<file path="src/rtl/bcounter32_inc.sv">
// Carry-lookahead +1 incrementer, 32 bits, built from 4-bit groups.
// No arithmetic operator: each bit toggles when all lower bits are ones.
module bcounter32_inc (
  input  logic [31:0] a,
  output logic [31:0] y
);

  logic [7:0]      g;
  logic [3:0][7:0] pre;
  logic [7:0]      cin;
  logic [31:0]     run;

  for (genvar i = 0; i < 8; i++) begin : g_grp
    assign g[i] = &a[4*i +: 4];
  end

  assign pre[0] = g;

  // Kogge-Stone prefix AND over the eight group-all-ones flags
  for (genvar l = 0; l < 3; l++) begin : g_lvl
    for (genvar i = 0; i < 8; i++) begin : g_node
      if (i >= (1 << l)) begin : g_and
        assign pre[l+1][i] = pre[l][i] & pre[l][i-(1<<l)];
      end else begin : g_pass
        assign pre[l+1][i] = pre[l][i];
      end
    end
  end

  assign cin = {pre[3][6:0], 1'b1};

  for (genvar gi = 0; gi < 8; gi++) begin : g_bits
    for (genvar b = 0; b < 4; b++) begin : g_bit
      if (b == 0) begin : g_lsb
        assign run[4*gi] = cin[gi];
      end else begin : g_up
        assign run[4*gi+b] = cin[gi] & (&a[4*gi +: b]);
      end
    end
  end

  assign y = a ^ run;

endmodule

</file>
<file path="src/rtl/bcounter32.sv">
// Free-running 32-bit binary counter, async active-low reset.
// q comes straight from the count register.
module bcounter32 #(
  parameter int WIDTH = 32
) (
  input  logic             clk,
  input  logic             reset,
  output logic [WIDTH-1:0] q
);

  logic [WIDTH-1:0] q_q;
  logic [WIDTH-1:0] q_d;

  bcounter32_inc u_inc (
    .a (q_q),
    .y (q_d)
  );

  always_ff @(posedge clk or negedge reset) begin
    if (!reset) q_q <= '0;
    else        q_q <= q_d;
  end

  assign q = q_q;

endmodule

</file>
<file path="config.mk">
export PLATFORM = sky130hd
export DESIGN_NAME = bcounter32
export DESIGN_NICKNAME = d
export VERILOG_FILES = /design/src/rtl/bcounter32_inc.sv /design/src/rtl/bcounter32.sv
export SDC_FILE = /design/constraint.sdc
export NUM_CORES = 1
export LEC_CHECK = 0
export CAP_MARGIN = 15
export CORE_AREA = 3 3 58 60
export DETAILED_ROUTE_END_ITERATION = 6
export DIE_AREA = 0 0 61 63
export PLACE_DENSITY = 0.83
export SLEW_MARGIN = 20
export SYNTH_ARGS = -nofsm -noshare
export SYNTH_HDL_FRONTEND = slang
export SYNTH_SLANG_ARGS = --single-unit
export TNS_END_PERCENT = 10
</file>
<file path="constraint.sdc">
create_clock -name clk -period 1.99 [get_ports clk]
set_clock_uncertainty 0.15 [all_clocks]
set_input_delay 0.398 -clock clk [delete_from_list [all_inputs] [get_ports clk]]
set_output_delay 0.398 -clock clk [all_outputs]
set_load 0.02 [all_outputs]
</file>
; Word-level counts from Yosys, hierarchy flattened
; Cells that the tools add are included.
[word_totals]
ff_bits = 32
in_bits = 2
output_inout_bits = 32
word_cells = 60
[classes]
bitwise_logic = 36
reduce_logical = 23
[op_table]
columns = operator, count
row1 = $and A1 B1 Y1, 35
row2 = $xor A32 B32 Y32, 1
row3 = $reduce_and A4 Y1, 7
row4 = $reduce_and A3 Y1, 8
row5 = $reduce_and A2 Y1, 8

; Longest topological paths before layout
[logic_depth]
ltp_word = 6
ltp_mapped = 6
depth_no_buf = 6

; Cells and area by module
; Synthesis repeated with hierarchy kept, for this count alone.
[unflattened]
hier_cells = 107
area_unflattened_um2 = 1376.3
[by_module_without_submodules]
columns = mod, instances, cells_each, area_each_um2, seq_area_each_um2
row1 = bcounter32, 1, 32, 800.8, 800.8
row2 = bcounter32_inc, 1, 75, 575.6, 0.0

; Worst setup path before layout
; No wires, ideal clock.
[synth_timing]
path_kind = reg-to-reg
start = reg q_q[0], in the netlist q[0]
end = reg q_q[29], in the netlist q[29]
setup_ns = 0.080
arrival_time_ns = 1.739
t_required_ns = 1.760
setup_slack_ns = 0.022
path_stages_with_launch = 7
path_buffers = 0
period_less_slack_ns = 1.968
cell_sequence = dfrtp_1 -> ha_1 -> nand3_1 -> nor2_1 -> and4_1 -> ha_1 -> xor2_1
[synth_between]
elab_chain_cells = 5
[synth_lines]
columns = element, line_no
row1 = from (decl), bcounter32.sv:11  ; logic [WIDTH-1:0] q_q;
row2 = from (signal assigned), bcounter32.sv:21  ; else q_q <= q_d;
row3 = $reduce_and A4 Y1, bcounter32_inc.sv:14  ; assign g[i] = &a[4*i +: 4];
row4 = $and A1 B1 Y1 (2 in series), bcounter32_inc.sv:23  ; assign pre[l+1][i] = pre[l][i] & pre[l][i-(1<<l)];
row5 = $and A1 B1 Y1, bcounter32_inc.sv:37  ; assign run[4*gi+b] = cin[gi] & (&a[4*gi +: b]);
row6 = $xor A32 B32 Y32, bcounter32_inc.sv:42  ; assign y = a ^ run;
row7 = named net q_d[29], bcounter32.sv:12  ; logic [WIDTH-1:0] q_d;
; The timed path passes the listed nets, and every way through them passes these cells.

; Worst setup path after layout
[layout_timing]
start = reg q_q[5], in the netlist q[5]
end = out q[5]
[layout_lines]
columns = element, line_no
row1 = to (decl), bcounter32.sv:8  ; output logic [WIDTH-1:0] q
; No word-level cell between the ends.

==> impl_metrics.csv <==
group,metric,value,unit
run_status,status,"finished clean",
floorplan,dieArea,0.003843,mm2
critical_path,start_kind,"flop",
synthesis,postSynth.asyncResetShare,100.0,%
placement,dpl.cell_count,180,
synthesis,synth_top_area_share,58.02,%
placement,globalplace.congestion,0.8097,
routing,wl_per_cell,15.10,um
synthesis,syn-instance-count,109,
clocking,cts_sinks,32,
clocking,cts_tree,"done",
sta,period_minus_slack,1.920,ns
synthesis,ys_top_cells_by_area,"dfrtp_1 (58%), xnor2_1 (11%), ha_1 (6.3%)",
global_routing,grt_usage,17.41,%
global_routing,grt_max_degree,33,
critical_path,max_stage_delay,0.64,ns
placement,hpwl,2154,um
pwr,pwr-share-comb,1.4,%
layout,diodes,0,
placement,portBuffers,33,
critical_path,critical_path_arrival,1.37,ns
critical_path,worstReg2RegStart,"q[13]$_DFF_PN0_",
synthesis,yosysSeqAreaShare,58.02,%
sta,slew_viol_final,0,
global_routing,grt-ovfl-total,0,
layout,fillers,239,
synthesis,synth_top_cell_by_area,"dfrtp_1",
pwr,swShare,20.81,%
critical_path,path_delay_family,"buffers and inverters",
layout,regArea,800.8,um2
placement,place_ws,0.1650,ns
layout,design_area,0.001872,mm2
pwr,p_sw,0.0002173,W
critical_path,rrSetupSlack,0.13,ns
critical_path,cp_max_fo,4,
clocking,htree_levels,2,
pwr,pwr-share-seq,62.2,%
critical_path,path_cells,"clkdlybuf4s50_1",
sta,finalSetupViolCount,0,
clocking,root_buffer,"clkbuf_4",
clocking,cts_buffer_depth,2,
critical_path,cp_slowest_cell,"clkdlybuf4s50_1",
clocking,ctsHoldBuffers,0,
layout,syn_to_final_growth,35.63,%
layout,largest_reg_flops,32,
floorplan,die_h,63,um
min_path,hp-class,"in2async",
critical_path,crit_path_end_kind,"output port",
synthesis,synth_area,0.001380,mm2
synthesis,synth_cell_types,20,
critical_path,rr_endpoint,"q[21]$_DFF_PN0_",
synthesis,ys_warn_count,0,
global_routing,antenna_found_initial,0,
synthesis,synth_flop_cell,"dfrtp_1",
routing,wl,2838,um
floorplan,num_rows,20,
routing,drtPass1Iterations,4,
sta,max_slew.worst_pin.slew,0.4535,ns
synthesis,syn_avg_cell_area,12.66,um2
critical_path,critPathKind,"reg2out",
synthesis,ys_ff_latch,32,
placement,place_area,0.001789,mm2
routing,drtAntennaViolNets,0,
critical_path,cp.required,1.44,ns
routing,drt-initial-drc-count,37,
synthesis,syn-num-nets,118,
pwr,ir_drop,0.0003958,V
layout,multi_input_comb_area,570.5,um2
layout,layout-drive-gt1-share,9.677,%
clocking,clk_pin_slew,0.10,ns
layout,fin_nets,163,
routing,vias,1004,
sta,maxSlewHeadroom,69.60,%
pwr,p_per_area,557.9,mW/mm2
critical_path,reg2reg_depth,5,
sta,finalSetupTns,0,ns
pwr,p_clk_share,36.4,%
clocking,cts_made_buffers,5,
routing,drc,0,
sta,hold_viol,0,
sta,fmax,0.5209,GHz
sta,worst_slack,0.07040,ns
floorplan,ios,34,
global_routing,grt_pass1_wl,4954,um
floorplan,fp.dieW,61,um
critical_path,timing.critical_path.buf_inv,1,
pwr,leakage,1.064,nW
floorplan,initial_utilization,46.34,%
sta,rsz0062_at_grt,"false",
clocking,worstSkewPairLatency,0.32,ns
floorplan,core-area,0.002978,mm2
global_routing,grt_pass1_vias,1081,
sta,period_share,96.46,%
job,maxCapViolCount,0,
synthesis,synth_edf_count,0,
routing,via_per_inst,5.340,
critical_path,crit_cells,1,
layout,final_cells,188,
pwr,p_int,0.0008269,W
metrics by stage:
stage               total power, W  hold WS [ns]  util, %
detailed placement       0.0006785        0.3077    60.08
global route              0.001101        0.3137    62.86
floorplan                0.0006628      -0.04759        -
CTS                       0.001063        0.2975    61.93
global placement         0.0006781        0.2877    60.08
finish                    0.001044        0.2962    62.86
per-layer routing:
| layer | up-vias | GRT usage (%) | wire length [um] |
|---|---|---|---|
| li1 | 479 | - | - |
| met1 | 494 | 19.49 | 1152 |
| met2 | 27 | 29.14 | 1506 |
| met3 | 4 | 6.818 | 162 |
| met4 | 0 | 6.233 | 16 |
| met5 | - | 0 | 0 |
layout make-up:
class                   count  area share, %
multi-input cells          74          30.48
flip-flops and latches     32          42.78
clock buffers               8          3.142
inverters                   3         0.6016
repair buffers             38          20.79
well taps                  33          2.206
worst max-delay path by stage:
stage,from,slack (ns),end
floorplan,q[0]$_DFF_PN0_,0.02,q[29]$_DFF_PN0_
global route,q[13]$_DFF_PN0_,0.004,q[21]$_DFF_PN0_
finish,q[5]$_DFF_PN0_,0.07,q[5]
detailed placement,q[0]$_DFF_PN0_,0.16,q[17]$_DFF_PN0_
CTS,q[18]$_DFF_PN0_,0.003,q[18]
global placement,q[0]$_DFF_PN0_,0.21,q[17]$_DFF_PN0_
kinds of logic (layout without fill, tap and decap cells):
group	Yosys count	in the layout	synth area share [%]
simple gates	43	43	19.58
flops	32	32	58.02
xor+xnor	24	24	15.23
fa+ha+maj	7	7	6.346
buf+inv	3	49	0.8159
Yosys cell counts (all sizes together), types with 2 or more instances:
library cell  number
nand3              8
nor4               2
and4               2
dfrtp             32
xor2               7
nand2              4
nand4             12
nor2               4
xnor2             17
nor3               3
and2               2
and3               3
inv                3
ha                 7
cells in the final DEF, fill, tap and decap left out, drive strengths merged, types with 2 or more instances in the layout:
cell           netlist  routed
dfrtp               32      32
clkdlybuf4s50        0      20
xnor2               17      17
nand4               12      12
dlymetal6s2s         0      10
nand3                8       8
clkbuf               0       8
xor2                 7       7
ha                   7       7
buf                  0       5
nand2                4       4
nor2                 4       4
and3                 3       3
inv                  3       3
dlygate4sd2          0       3
nor3                 3       3
and4                 2       2
and2                 2       2
nor4                 2       2
what timing repair did:
item                                    CTS  global route
setup buffers                             0             0
endpoints found under the hold margin     0             0
gates resized for setup                   3            11
endpoints found under the setup margin    3            11
power groups by stage:
stage                     registers [W]  clock network [W]        logic, W
after global routing           0.000650           0.000434       0.0000176
after global placement         0.000663                  0       0.0000155
after detailed placement       0.000663                  0       0.0000159
after floorplan                0.000663                  0  0.000000000255
after CTS                      0.000650           0.000397       0.0000161
final                          0.000650           0.000380       0.0000149
Power figures use the tool's default switching activity.
